File: config.mk
export PLATFORM = sky130hd
export DESIGN_NAME = jt08_adpcm_seq
export DESIGN_NICKNAME = d
export VERILOG_FILES = /design/src/rtl/jt08_adpcm_seq.sv
export SDC_FILE = /design/constraint.sdc
export NUM_CORES = 1
export LEC_CHECK = 0
export CORE_ASPECT_RATIO = 1.1
export CORE_UTILIZATION = 55
export CTS_BUF_LIST = sky130_fd_sc_hd__clkbuf_8 sky130_fd_sc_hd__clkbuf_16
export DETAILED_ROUTE_END_ITERATION = 6
export DONT_BUFFER_PORTS = 1
export PLACE_DENSITY = 0.7
export SYNTH_ARGS = -nofsm -noshare
export SYNTH_HDL_FRONTEND = slang
export SYNTH_SLANG_ARGS = --single-unit
File: constraint.sdc
create_clock -name clk -period 8.1 [get_ports clk]
set_input_delay 2.025 -clock clk [delete_from_list [all_inputs] [get_ports clk]]
set_output_delay 2.025 -clock clk [all_outputs]
set_load 0.01 [all_outputs]
File: src/rtl/jt08_adpcm_seq.sv
// Time-multiplexed ADPCM ROM address sequencer: one channel slot per cen6, nibble-granular playback.
// Optional looping playback is enabled by defining JT08_ADPCM_LOOP_EN.
module jt08_adpcm_seq #(
    parameter int CH = 6,
    parameter int AW = 20
) (
    input  logic                  clk,
    input  logic                  rst_n,
    input  logic                  cen6,
    input  logic [15:0]           addr_in,
    input  logic [$clog2(CH)-1:0] up_ch,
    input  logic                  up_start,
    input  logic                  up_end,
    input  logic [CH:0]           aon_cmd,
    input  logic                  up_aon,
    input  logic [CH-1:0]         flag_clr,
    input  logic [CH-1:0]         loop,
    output logic [CH-1:0]         cur_ch,
    output logic [AW-1:0]         addr,
    output logic                  sel,
    output logic                  roe_n,
    output logic                  decon,
    output logic                  clr,
    output logic [CH-1:0]         eos
);
    localparam int CW = $clog2(CH);
    localparam int NW = AW + 1;

    logic [CH-1:0] cur_ch_q, cur_ch_d;
    logic [15:0]   start_q [CH];
    logic [15:0]   start_d [CH];
    logic [15:0]   end_q   [CH];
    logic [15:0]   end_d   [CH];
    logic [NW-1:0] cnt_q   [CH];
    logic [NW-1:0] cnt_d   [CH];
    logic [CH-1:0] act_q, act_d;
    logic [CH-1:0] pon_q, pon_d;
    logic [CH-1:0] poff_q, poff_d;
    logic [CH-1:0] relo_q, relo_d;
    logic [CH-1:0] eos_q, eos_d;
    logic [AW-1:0] addr_q, addr_d;
    logic          sel_q, sel_d;
    logic          roe_n_q, roe_n_d;
    logic          decon_q, decon_d;
    logic          clr_q, clr_d;

    logic [CW-1:0] ch_idx;
    logic [NW-1:0] start_nib;
    logic [NW-1:0] last_nib;
    logic [NW-1:0] cur_nib;

`ifndef JT08_ADPCM_LOOP_EN
    logic unused_loop;
    assign unused_loop = ^loop;
`endif

    always_comb begin
        ch_idx = '0;
        for (int unsigned i = 0; i < CH; i++) begin
            if (cur_ch_q[i]) ch_idx = CW'(i);
        end
        // Nibble addresses: {reg, byte, nibble}, truncated to the counter width
        start_nib = NW'({start_q[ch_idx], 9'h000});
        last_nib  = NW'({end_q[ch_idx], 9'h1FF});
        cur_nib   = cnt_q[ch_idx];
    end

    always_comb begin
        cur_ch_d = cur_ch_q;
        start_d  = start_q;
        end_d    = end_q;
        cnt_d    = cnt_q;
        act_d    = act_q;
        pon_d    = pon_q;
        poff_d   = poff_q;
        relo_d   = relo_q;
        eos_d    = eos_q & ~flag_clr;
        addr_d   = addr_q;
        sel_d    = sel_q;
        roe_n_d  = roe_n_q;
        decon_d  = decon_q;
        clr_d    = clr_q;

        if (cen6) begin
            cur_ch_d       = {cur_ch_q[CH-2:0], cur_ch_q[CH-1]};
            pon_d[ch_idx]  = 1'b0;
            poff_d[ch_idx] = 1'b0;
            roe_n_d        = 1'b1;
            decon_d        = 1'b0;
            clr_d          = 1'b0;
            if (poff_q[ch_idx]) begin
                act_d[ch_idx]  = 1'b0;
                relo_d[ch_idx] = 1'b0;
            end else if (pon_q[ch_idx] || (act_q[ch_idx] && relo_q[ch_idx])) begin
                // Key-on and loop restart both begin at the start nibble with a predictor clear
                addr_d         = start_nib[AW:1];
                sel_d          = start_nib[0];
                roe_n_d        = 1'b0;
                decon_d        = 1'b1;
                clr_d          = 1'b1;
                cnt_d[ch_idx]  = start_nib + NW'(1);
                act_d[ch_idx]  = 1'b1;
                relo_d[ch_idx] = 1'b0;
                if (pon_q[ch_idx]) eos_d[ch_idx] = 1'b0;
            end else if (act_q[ch_idx]) begin
                addr_d        = cur_nib[AW:1];
                sel_d         = cur_nib[0];
                roe_n_d       = 1'b0;
                decon_d       = 1'b1;
                cnt_d[ch_idx] = cur_nib + NW'(1);
                if (cur_nib == last_nib) begin
                    eos_d[ch_idx] = 1'b1;
`ifdef JT08_ADPCM_LOOP_EN
                    if (loop[ch_idx]) relo_d[ch_idx] = 1'b1;
                    else              act_d[ch_idx]  = 1'b0;
`else
                    act_d[ch_idx] = 1'b0;
`endif
                end
            end
        end

        if (up_start && (int'(up_ch) < CH)) start_d[up_ch] = addr_in;
        if (up_end && (int'(up_ch) < CH))   end_d[up_ch]   = addr_in;

        // New commands are merged after the served slot's clear so they are never lost
        if (up_aon) begin
            if (aon_cmd[CH]) poff_d = poff_d | aon_cmd[CH-1:0];
            else             pon_d  = pon_d | aon_cmd[CH-1:0];
        end
    end

    always_ff @(posedge clk or negedge rst_n) begin
        if (!rst_n) begin
            cur_ch_q <= CH'(1);
            for (int unsigned i = 0; i < CH; i++) begin
                start_q[i] <= '0;
                end_q[i]   <= '0;
                cnt_q[i]   <= '0;
            end
            act_q   <= '0;
            pon_q   <= '0;
            poff_q  <= '0;
            relo_q  <= '0;
            eos_q   <= '0;
            addr_q  <= '0;
            sel_q   <= 1'b0;
            roe_n_q <= 1'b1;
            decon_q <= 1'b0;
            clr_q   <= 1'b0;
        end else begin
            cur_ch_q <= cur_ch_d;
            start_q  <= start_d;
            end_q    <= end_d;
            cnt_q    <= cnt_d;
            act_q    <= act_d;
            pon_q    <= pon_d;
            poff_q   <= poff_d;
            relo_q   <= relo_d;
            eos_q    <= eos_d;
            addr_q   <= addr_d;
            sel_q    <= sel_d;
            roe_n_q  <= roe_n_d;
            decon_q  <= decon_d;
            clr_q    <= clr_d;
        end
    end

    assign cur_ch = cur_ch_q;
    assign addr   = addr_q;
    assign sel    = sel_q;
    assign roe_n  = roe_n_q;
    assign decon  = decon_q;
    assign clr    = clr_q;
    assign eos    = eos_q;

endmodule

Yosys cells after proc, flatten, opt, wreduce, memory -nomap -nowiden
Index checks and enable logic that the tools add are counted.
{"block": "classes", "n_addsub": 2, "n_mul": 0, "n_div": 0, "magnitude_cmp": 7, "n_eq_ne": 1, "shift": 0, "mux": 64, "bitwise": 15, "n_reduce_logical": 14}
{"cell": "$bwmux W126", "count": 2}
{"cell": "$mux W126", "count": 2}
{"cell": "$bwmux W96", "count": 2}
{"cell": "$mux W6", "count": 18}
{"cell": "$bmux W16 S3", "count": 2}
{"cell": "$bmux W21 S3", "count": 1}
{"cell": "$demux W21 S3", "count": 1}
{"cell": "$mux W21", "count": 3}
{"cell": "$demux W16 S3", "count": 1}
{"cell": "$mux W12", "count": 4}
{"cell": "$add A21 B1 Y21 const B", "count": 2}
{"cell": "$mux W20", "count": 2}
{"cell": "$and A6 B6 Y6", "count": 6}
{"cell": "$or A6 B6 Y6", "count": 4}
{"cell": "$eq A21 B21 Y1", "count": 1}
{"cell": "$mux W1", "count": 16}
{"cell": "$mux W16", "count": 1}
{"cell": "$bmux W1 S3", "count": 4}
{"cell": "$mux W3", "count": 4}
{"cell": "$not A6 Y6", "count": 2}
{"cell": "$ge A4 B4 Y1 const B", "count": 2}
{"cell": "$lt A4 B1 Y1 const B", "count": 2}
{"cell": "$not A3 Y4", "count": 2}
{"cell": "$logic_and A1 B1 Y1", "count": 6}
{"cell": "other kinds (10)", "count": 13}
{"block": "word_totals", "reg_bits": 378, "latch_bits": 0, "mem_bits_rw": 0, "romBits": 0, "input_bits": 44, "output_inout_bits": 36, "word_cells": 132, "mem_count": 0}

Depth between registers and ports, before layout
Gate-level depths: netlist of the first run.
{"block": "depth", "ltp_word": 15, "depth_mapped": 13, "ltp_nobuf": 10}

Worst setup path after synthesis of the first run
OpenSTA, ideal clock, no wires.
{"block": "synth_timing", "path_type": "input to register", "startpoint": "input port cen6", "endpoint": "register cnt_q[14] (netlist bit)", "setup_ps": 125, "arrival_ps": 3416, "t_required_ps": 7975, "path_slack_ps": 4559, "cell_stages": 5, "n_path_buf": 2, "cell_sequence": "clkbuf_1 -> nand2_1 -> nor2_1 -> buf_2 -> mux2_2"}
{"block": "synth_between", "elab_chain_cells": 1}
{"item": "start, declared", "line": "9", "source": "input logic cen6,"}
{"item": "$reduce_and A3 Y1 (no source line)"}
{"item": "end signal, assigned", "line": "155", "source": "cnt_q <= cnt_d;"}
{"item": "end, declared", "line": "34", "source": "logic [NW-1:0] cnt_q [CH];"}
No other way between the ends.
A chain may end at the register's enable or synchronous reset.

Worst setup path in the final report of the first run
{"block": "layout_timing", "startpoint": "register cur_ch_q[4], in the netlist cur_ch[4]", "endpoint": "register eos_q[0], in the netlist eos[0]"}
{"block": "layout_between", "elab_chain_cells": 12, "word_cells_on_any_way": 34, "cone_classes": "order compare (2); eq/ne (1); mux (24); bitwise (4); reduce/logical (3)"}
{"item": "start, declared", "line": "29", "source": "logic [CH-1:0] cur_ch_q, cur_ch_d;"}
{"item": "start signal, assigned", "line": "152", "source": "cur_ch_q <= cur_ch_d;"}
{"item": "$mux W3 * (2 in a row)", "line": "60", "source": "if (cur_ch_q[i]) ch_idx = CW'(i);"}
{"item": "$not A3 Y4 (implied by the code) (tied with other cells)", "line": "64, 65"}
{"item": "$bmux W21 S3 (tied with other cells)", "line": "65", "source": "cur_nib = cnt_q[ch_idx];"}
{"item": "$mux W21 (implied by the code) (tied with other cells) (2 in a row)", "line": "65"}
{"item": "$eq A21 B21 Y1 (tied with other cells)", "line": "111", "source": "if (cur_nib == last_nib) begin"}
{"item": "$mux W6 / $and A6 B6 Y6 (equally long branches)"}
{"item": "$mux W6, on equally long branches", "line": "105, 104"}
{"item": "$mux W6", "line": "94", "source": "end else if (pon_q[ch_idx] || (act_q[ch_idx] && relo_q[ch_idx])) begin"}
{"item": "$mux W6 *", "line": "91", "source": "if (poff_q[ch_idx]) begin"}
{"item": "$mux W6 *", "line": "84", "source": "if (cen6) begin"}
{"item": "net eos_d[0]", "line": "40", "source": "logic [CH-1:0] eos_q, eos_d;"}
{"item": "end signal, assigned", "line": "160", "source": "eos_q <= eos_d;"}
{"item": "end, declared", "line": "40"}
Mark *: on every way through the listed nets, which the timed path passes. The rest lies on a longest branch. The select of a mux whose other input is x is not followed.

==> results of run 1 <==
state kept, by name, indices dropped and copies added (netlist names), named ones only:
signal	cells
cnt_q	126
end_q	72
start_q	72
addr	20
cur_ch	6
eos	6
poff_q	6
pon_q	6
relo_q	6
clr	1
decon	1
roe_n	1
sel	1
per-layer routing:
metal	up-vias	GRT usage, %	wire (um)
li1	4856	-	-
met1	5668	39.2	16800
met2	448	50.2	20500
met3	112	5.51	3220
met4	0	12.5	1580
met5	-	0	0
report_power, final:
group	switching, mW	internal (mW)
Combinational	1.21	0.817
Sequential	0.347	2.16
Clock	0.663	0.984
synth_stat cells, drive strengths merged (16+ instances only):
cell,count
mux2i,19
a221oi,25
o31ai,19
nand3,30
a21oi,43
clkbuf,46
xnor2,23
buf,54
nand2,101
nand2b,16
dfrtp,328
o22ai,26
a22o,21
nor2,56
xor2,20
o21ai,80
inv,19
mux2,229
worst reg2reg max path, delay by kind of cell, from the launching register on:
| kind | cells | cell delay, ns |
|---|---|---|
| buffers and inverters | 1 | 0.54 |
| AND/OR/NAND/NOR | 3 | 1.80 |
| AO/OA/AOI/OAI | 5 | 1.81 |
| flip-flops | 1 | 0.87 |
cell type report:
class                      instances  area [sq um]  area share [%]
clock buffer                      48          1100            6.45
clock inverter                    19           114           0.668
inverter                          19          71.3           0.418
multi-input combinational        896          6870            40.3
sequential                       330          8260            48.4
tap                              363           454            2.66
timing repair buffer              25           188            1.10
worst min path at each step:
stage / slack, ns / cells past startpoint / startpoint / endpoint
final: 0.48 / 2 / cnt_q[79] / cnt_q[79]
after global routing: 0.50 / 2 / cnt_q[0] / cnt_q[0]
after CTS: 0.48 / 2 / cnt_q[70] / cnt_q[70]
after detailed placement: 0.46 / 2 / cnt_q[70] / cnt_q[70]
after global placement: 0.46 / 2 / cnt_q[58] / cnt_q[58]
after floorplan: 0.44 / 2 / cnt_q[58] / cnt_q[58]
cell families after synthesis:
kind of cell	Yosys count	synth area share, %
flip-flops	330	52.9
AO/OA/AOI/OAI	323	14.5
AND/OR/NAND/NOR	281	9.00
multiplexers	248	17.7
buffers and inverters	119	3.45
XOR/XNOR	43	2.41
adder cells (fa/ha/maj)	1	0.0801
==> results.yml, run 1 <==
critical_path:
  path_cells: "inv_1 -> o21a_1 -> nand2_1 -> a21oi_1 -> o21bai_1 -> nand3_2 -> or2_2 -> o311ai_0 -> o31ai_1"
  crit_path_start_kind: "register"
  crit_arrival_ns: 5.56
  cpMaxStageDelayCell: "sky130_fd_sc_hd__nand3_2"
  crit_cells: 9
  worst-setup-path-type: "reg -> reg"
  critPathTopFamily: "compound AO/OA/AOI/OAI gates"
  timing.critical_path.to_type: "register"
  crit_path_max_fanout: 40
  worst_r2r_startpoint: "cur_ch[4]"
  worst-path-buf-inv: 1
  rr_endpoint: "eos[0]"
  required_time_at_the_worst_slack_endpoint_ns: 8.48
  slowest_delay_ns: 0.93
  ff2ff_setup_slack_ns: 2.93
  reg2reg_path_depth: 9
  crit_end: "eos[0]"
  worstSetupStartpoint: "cur_ch[4]"
clock_tree:
  cts_tree: "yes"
  post_cts.repair.setup_buffers: 0
  clock_sinks: 330
  ctsHoldBuffers: 0
  cts_root_buffer: "sky130_fd_sc_hd__clkbuf_16"
  ctsLongestPathBuffers: 3
  postCtsResizedCells: 0
  clock_insertion_delay_at_the_later_pin_of_the_skew_report_ns: 0.53
  clkSlewWorstSetupHoldPaths_ns: 0.06
  tritoncts.num_buffers: 37
  htree_num_levels: 2
placement:
  dp_worst_setup_slack_ns: 3.07
  postPlaceCellArea_sq_um: 15800
  port_buffer_cells: 0
  hpwlAfterDp_mm: 26.4
  dp_cells: 1633
  finalWeightedCongestion: 0.865
synth:
  syn-instance-count: 1345
  syn-mean-instance-area_sq_um: 11.6
  yosys-top-cells-area: "sky130_fd_sc_hd__dfrtp_1 (53%), sky130_fd_sc_hd__mux2_2 (17%), sky130_fd_sc_hd__nand2_1 (2.4%)"
  synth_seq_cells: 330
  synth.distinct_cells: 82
  synth_nets: 1390
  yosys.area.top_type_share_pct: 52.5
  synth_sequential_area_ratio_pct: 52.9
  post_synth_instance_area_sq_um: 15600
  share_of_flip_flops_with_an_asynchronous_set_or_reset_pct: 100
  yosysWarningCount: 0
  postSynth.topFlopCell: "sky130_fd_sc_hd__dfrtp_1"
  post_synth_edffs: 0
  post-synth-top-area-cell: "sky130_fd_sc_hd__dfrtp_1"
cells_and_area:
  mostFrequentLayoutCells: "sky130_fd_sc_hd__dfrtp_1 (327), sky130_fd_sc_hd__mux2_2 (229), sky130_fd_sc_hd__nand2_1 (101)"
  final_nets: 1354
  count_of_filler_cells_inserted_in_the_layout: 2260
  drive_gt1_share_pct: 26.2
  final_common_cell: "sky130_fd_sc_hd__dfrtp_1"
  finalNonFillerCells: 1700
  n_antenna_cell: 0
  syn2layout_area_growth_pct: 9.15
  fin_util_pct: 61.2
  stdcell_area_sq_um: 17100
sta:
  report.final.slew_viol_count: 0
  fin_setup_tns_ns: 0
  hold_ws_ns: 0.478
  period_needed_ns: 5.17
  setup_ws_ns: 2.93
  slew_margin_rel_pct: 20.3
  timing_hold_violations_final: 0
  setup_violations: 0
  tightest_slew_ns: 1.19
  rsz0062_at_grt: "no"
  timing.clock.skew_ns: 0.0145
  finalCritPeriodShare_pct: 63.9
  clock.fmax_mhz: 193
detailed_routing:
  via_per_inst: 6.52
  route.vias.total: 11100
  detail_route.first_pass.iterations: 7
  drt.antenna.violating_nets: 0
  drc: 0
  mean_routed_wirelength_per_cell_um: 24.7
  detailedRoute.firstIterationViolations: 1189
  wirelength_mm: 42.1
power_and_ir_drop:
  power_mw: 6.18
  ratio_of_total_power_to_cell_area_nw_per_um2: 362
  ir_worst_vdd_v: 0.000193
  static-leakage-power_nw: 7.33
worst_hold_path:
  hold_path.class: "reg -> reg"
outcome:
  run_status: "completed"
global_routing:
  grtUsageTotal_pct: 30.3
  gr-total-overflow: 0
  first_global_vias: 11300
  grt_antenna_before_repair: 0
  grt_start_max_net_pins: 331
  grt_first_pass_wirelength_mm: 66.7
floorplanning:
  die_height_um: 179
  num_io_pins: 80
  die_area_sq_um: 29100
  floorplan.core_area_sq_um: 27900
  starting_density_pct: 56.1
  fp-row-count: 64
  dieWidth_um: 163
run:
  drv.max_cap_violation_count: 0
Power figures use the tool's default switching activity.
==> inputs of run 2 (changes only) <==
clock period = 5.2 ns   (was 8.1 ns; I/O delays follow)
==> run 2 against run 1 <==
- the run now ends with slew limit left
- count of clock-buffer cells in the layout shrank 4
- sequential power grew 56%
- via count grew 1.3%
- routed wire length grew 2.7%
- combinational power grew 61%
- largest power group unchanged
- maximum frequency grew 25%
- power grew 59%
- largest cell class unchanged
- final area grew 1.4%
- die area is the same
- sequential share of layout area shrank 0.67 points
- setup slack lost 1.9 ns
==> results.yml, run 2 (synthesized netlist as in run 1, its figures left out) <==
clock_tree:
  ctsLongestPathBuffers: 3
  htree_num_levels: 2
  post_cts.repair.setup_buffers: 0
  postCtsResizedCells: 0
  clock_insertion_delay_at_the_later_pin_of_the_skew_report_ns: 0.53
  cts_root_buffer: "sky130_fd_sc_hd__clkbuf_16"
  cts_tree: "yes"
  tritoncts.num_buffers: 37
  ctsHoldBuffers: 0
  clock_sinks: 330
  clkSlewWorstSetupHoldPaths_ns: 0.06
global_routing:
  gr-total-overflow: 0
  grt_first_pass_wirelength_mm: 67.8
  grt_start_max_net_pins: 331
  grtUsageTotal_pct: 31.0
  grt_antenna_before_repair: 1
  first_global_vias: 11500
outcome:
  violations_in_the_final_reports: "slew limit"
  run_status: "finished with violations"
placement:
  postPlaceCellArea_sq_um: 16100
  dp_cells: 1658
  finalWeightedCongestion: 0.890
  port_buffer_cells: 0
  hpwlAfterDp_mm: 27.6
critical_path:
  crit_path_start_kind: "register"
  required_time_at_the_worst_slack_endpoint_ns: 5.66
  timing.critical_path.to_type: "register"
  worst-setup-path-type: "reg -> reg"
  crit_arrival_ns: 4.60
  crit_path_max_fanout: 19
power_and_ir_drop:
  static-leakage-power_nw: 7.45
  ratio_of_total_power_to_cell_area_nw_per_um2: 567
  ir_worst_vdd_v: 0.000395
  power_mw: 9.80
sta:
  tightest_slew_ns: 1.59
  rsz0062_at_grt: "no"
  finalCritPeriodShare_pct: 79.5
  setup_violations: 0
  fin_setup_tns_ns: 0
  slew_margin_rel_pct: -5.77
  report.final.slew_viol_count: 117
  clock.fmax_mhz: 242
  timing.clock.skew_ns: 0.0124
  period_needed_ns: 4.14
  timing_hold_violations_final: 0
floorplanning:
  die_area_sq_um: 29100
  fp-row-count: 64
  dieWidth_um: 163
  num_io_pins: 80
  die_height_um: 179
  floorplan.core_area_sq_um: 27900
  starting_density_pct: 56.1
detailed_routing:
  route.vias.total: 11200
  drt.antenna.violating_nets: 0
  drc: 0
  via_per_inst: 6.52
  wirelength_mm: 43.2
  mean_routed_wirelength_per_cell_um: 25.1
  detailedRoute.firstIterationViolations: 964
  detail_route.first_pass.iterations: 5
cells_and_area:
  n_antenna_cell: 0
  largest_register_ff_count: 126
  syn2layout_area_growth_pct: 10.7
  biggestRegsByFlops: "cnt_q: 126 flops, end_q: 72 flops, start_q: 72 flops"
  final_common_cell: "sky130_fd_sc_hd__dfrtp_1"
  register_ranked_first_by_flip_flop_count: "cnt_q"
  drive_gt1_share_pct: 27.5
  stdcell_area_sq_um: 17300
  finalNonFillerCells: 1723
  mostFrequentLayoutCells: "sky130_fd_sc_hd__dfrtp_1 (327), sky130_fd_sc_hd__mux2_2 (229), sky130_fd_sc_hd__nand2_1 (101)"
  final_nets: 1379
worst_hold_path:
  hold_path.class: "in -> async"
run:
  drv.max_cap_violation_count: 0
-- run 2: worst paths after layout --
kind,startpoint,endpoint,slack [ns],cells after the start
hold reg to reg,cnt_q[79],cnt_q[79],0.48,2
setup / recovery,cur_ch[4],cnt_q[81],1.06,11
min in group clk,cnt_q[79],cnt_q[79],0.48,2
setup reg to reg,cur_ch[4],cnt_q[81],1.06,11
hold / removal,rst_n,poff_q[2],0.47,0
max in group asynchronous,rst_n,end_q[39],3.46,0
-- run 2: worst max-delay path, cell delays in order, from the launching register on --
cell,delay [ns]
sky130_fd_sc_hd__dfrtp_1,0.70
sky130_fd_sc_hd__nor2_2,0.92
sky130_fd_sc_hd__buf_4,0.34
sky130_fd_sc_hd__o211ai_1,0.12
sky130_fd_sc_hd__a22oi_1,0.19
sky130_fd_sc_hd__buf_4,0.17
sky130_fd_sc_hd__nand3_1,0.09
sky130_fd_sc_hd__nor4b_2,0.48
sky130_fd_sc_hd__nand4_1,0.19
sky130_fd_sc_hd__xnor2_1,0.19
sky130_fd_sc_hd__o21ai_1,0.41
sky130_fd_sc_hd__mux2_2,0.25
-- run 2: final cells by class --
type	count	area, sq um
fillers	2241	10600
clock buffers	44	1020
multi-input cells	896	6870
flip-flops and latches	330	8260
repair buffers	50	413
well taps	363	454
clock inverters	21	204
inverters	19	71.3
-- run 2: where the power goes --
| group | internal, mW | leakage (nW) | switching, mW |
|---|---|---|---|
| clock network | 1.56 | 0.637 | 1.07 |
| logic | 1.35 | 2.70 | 1.92 |
| registers | 3.36 | 4.11 | 0.547 |
| total | 6.26 | 7.45 | 3.54 |
-- run 2: through the flow --
step | worst slack (ns) | utilization, % | hold slack [ns]
2_1_floorplan | 2.31 | - | 0.441
3_3_place_gp | 1.15 | 57.7 | 0.455
3_5_place_dp | 1.14 | 57.7 | 0.464
4_1_cts | 1.13 | 62.1 | 0.463
5_1_grt | 0.825 | 62.1 | 0.448
6_report | 1.06 | 62.1 | 0.467
-- run 2: layer usage --
metal | GRT usage, % | wire length, um | share of wire [%] | vias to the layer above
met5 | 0 | 13 | 0.030 | -
met1 | 40.2 | 17600 | 41 | 5744
li1 | - | - | - | 4909
met4 | 13.4 | 1760 | 4.1 | 2
met3 | 5.97 | 3070 | 7.1 | 119
met2 | 50.9 | 20800 | 48 | 456
==> inputs of run 3 (changes only) <==
PLACE_DENSITY = 0.73   (was 0.7)
clock period = 3.3 ns   (was 5.2 ns; I/O delays follow)
==> run 3 against run 2 <==
- the flow now finishes without violations
- via count rose by 2.0%
- first-iteration DRC count is 14% lower
- die area stayed put
- routed wire length increased by 0.89%
- register-to-register slack got worse by 0.90 ns
- non-clock buffer count is 70 higher
- sequential power up 57%
- sequential cell count unchanged
- count of clock-buffer cells in the layout up 1
- combinational power up 77%
- cell count grew 3.7%
- largest cell class unchanged
- highest routed layer unchanged
==> results.yml, run 3 (synthesized netlist as in run 1, its figures left out) <==
detailed_routing:
  drt.antenna.violating_nets: 0
  detail_route.first_pass.iterations: 5
  detailedRoute.firstIterationViolations: 833
  wirelength_mm: 43.6
  route.vias.total: 11500
  drc: 0
  mean_routed_wirelength_per_cell_um: 24.4
  via_per_inst: 6.41
critical_path:
  worst_r2r_startpoint: "cur_ch[4]"
  crit_path_start_kind: "register"
  reg2reg_path_depth: 11
  required_time_at_the_worst_slack_endpoint_ns: 3.71
  worst-setup-path-type: "reg -> reg"
  timing.critical_path.to_type: "register"
  crit_path_max_fanout: 16
  ff2ff_setup_slack_ns: 0.16
  crit_arrival_ns: 3.54
sta:
  report.final.slew_viol_count: 0
  tightest_slew_ns: 0.993
  setup_violations: 0
  fin_setup_tns_ns: 0
  finalCritPeriodShare_pct: 95.0
  slew_margin_rel_pct: 33.8
  rsz0062_at_grt: "no"
  hold_ws_ns: 0.0257
  timing_hold_violations_final: 0
  clock.fmax_mhz: 319
  period_needed_ns: 3.14
  timing.clock.skew_ns: 0.0174
floorplanning:
  die_height_um: 179
  floorplan.core_area_sq_um: 27900
  die_area_sq_um: 29100
  num_io_pins: 80
  dieWidth_um: 163
  fp-row-count: 64
  starting_density_pct: 56.1
cells_and_area:
  stdcell_area_sq_um: 17800
  largest_register_ff_count: 126
  drive_gt1_share_pct: 31.2
  register_ranked_first_by_flip_flop_count: "cnt_q"
  n_antenna_cell: 0
  mostFrequentLayoutCells: "sky130_fd_sc_hd__dfrtp_1 (326), sky130_fd_sc_hd__mux2_2 (229), sky130_fd_sc_hd__buf_4 (107)"
  biggestRegsByFlops: "cnt_q: 126 flops, end_q: 72 flops, start_q: 72 flops"
  count_of_filler_cells_inserted_in_the_layout: 2123
  syn2layout_area_growth_pct: 14.2
  final_nets: 1448
  final_common_cell: "sky130_fd_sc_hd__dfrtp_1"
clock_tree:
  cts_root_buffer: "sky130_fd_sc_hd__clkbuf_16"
  clock_insertion_delay_at_the_later_pin_of_the_skew_report_ns: 0.53
  ctsLongestPathBuffers: 3
  clkSlewWorstSetupHoldPaths_ns: 0.06
  clock_sinks: 330
  htree_num_levels: 2
  cts_tree: "yes"
  tritoncts.num_buffers: 36
outcome:
  run_status: "completed"
power_and_ir_drop:
  ir_worst_vdd_v: 0.000520
  netSwitchingFraction_pct: 35.8
  ratio_of_total_power_to_cell_area_nw_per_um2: 879
  static-leakage-power_nw: 7.77
  combPwrFrac_pct: 36.9
  power_report.internal_total_mw: 10.1
  p_sw_mw: 5.62
  clkPwrFrac_pct: 24.1
  sequentialPowerShare_pct: 39.1
  power_mw: 15.7
run:
  drv.max_cap_violation_count: 0
placement:
  port_buffer_cells: 0
  finalWeightedCongestion: 0.916
  hpwlAfterDp_mm: 29.4
  postPlaceCellArea_sq_um: 16600
worst_hold_path:
  hold_path.class: "in -> async"
global_routing:
  grtUsageTotal_pct: 30.9
  first_global_vias: 12000
  grt_first_pass_wirelength_mm: 68.1
  gr-total-overflow: 0
  grt_start_max_net_pins: 284
  grt_antenna_before_repair: 1
[run 3: changes by cell type in the layout (fill, tap and decap cells not counted), sizes merged]
cell and change:
buf +68, bufinv -3, clkinv -3, dlygate4sd3 +2, clkbuf +1, clkinvlp -1
[run 3: power by group through the flow]
| stage | sequential (mW) | clock [mW] | combinational (mW) |
|---|---|---|---|
| 6_report | 6.13 | 3.77 | 5.79 |
| 5_1_grt | 6.28 | 4.02 | 6.19 |
| 4_1_cts | 6.12 | 3.84 | 5.65 |
| 3_5_place_dp | 6.17 | 0 | 5.60 |
| 3_3_place_gp | 6.09 | 0 | 5.46 |
| 2_1_floorplan | 5.92 | 0 | 3.67 |
[run 3: stage by stage]
stage,setup WS (ns),cells,utilization [%]
6_report,0.165,1787,64.0
5_1_grt,0.00837,1787,64.0
4_1_cts,0.0292,1783,63.8
3_5_place_dp,0.00340,1723,59.7
3_3_place_gp,0.0868,1723,59.7
2_1_floorplan,0.413,1345,-
[run 3: layer usage]
layer	track usage, %	share of wire, %	vias up
li1	-	-	5032
met1	38.0	40	5829
met3	6.64	7.6	122
met4	13.4	3.8	2
met5	0	0.028	-
met2	52.3	49	466
[run 3: cell type report]
| type | instances | area (sq um) | share of cell area, % |
|---|---|---|---|
| clock inverters | 14 | 66.3 | 0.372 |
| multi-input cells | 896 | 6900 | 38.7 |
| repair buffers | 120 | 1050 | 5.89 |
| inverters | 19 | 71.3 | 0.400 |
| clock buffers | 45 | 1040 | 5.81 |
| well taps | 363 | 454 | 2.55 |
| flip-flops and latches | 330 | 8260 | 46.3 |
[run 3: repair_timing]
item	CTS	global route
hold endpoints to repair	48	1
gates cloned	0	0
hold buffers	1	2
pin swaps	0	2
setup buffers	0	2
endpoints found under the setup margin	6	84
gates resized for setup	1	9
[run 3: worst max-delay path: stages, from the launching register on]
cell and delay (ns):
sky130_fd_sc_hd__dfrtp_2 0.45, sky130_fd_sc_hd__or2_1 0.27, sky130_fd_sc_hd__nor2_4 0.45, sky130_fd_sc_hd__buf_4 0.36, sky130_fd_sc_hd__a221oi_1 0.08, sky130_fd_sc_hd__o21ai_0 0.34, sky130_fd_sc_hd__xor2_1 0.18, sky130_fd_sc_hd__nand2_1 0.09
sky130_fd_sc_hd__nor4_2 0.21, sky130_fd_sc_hd__nand4_1 0.13, sky130_fd_sc_hd__buf_4 0.21, sky130_fd_sc_hd__a31o_2 0.25
[run 3: worst max-delay path by stage]
stage | startpoint | endpoint | depth (start not counted)
floorplan | cur_ch[5] | cnt_q[112] | 11
global placement | cur_ch[3] | cnt_q[73] | 13
detailed placement | cur_ch[3] | cnt_q[10] | 13
CTS | cur_ch[3] | cnt_q[77] | 13
global route | cur_ch[4] | register | 12
finish | cur_ch[4] | register | 11
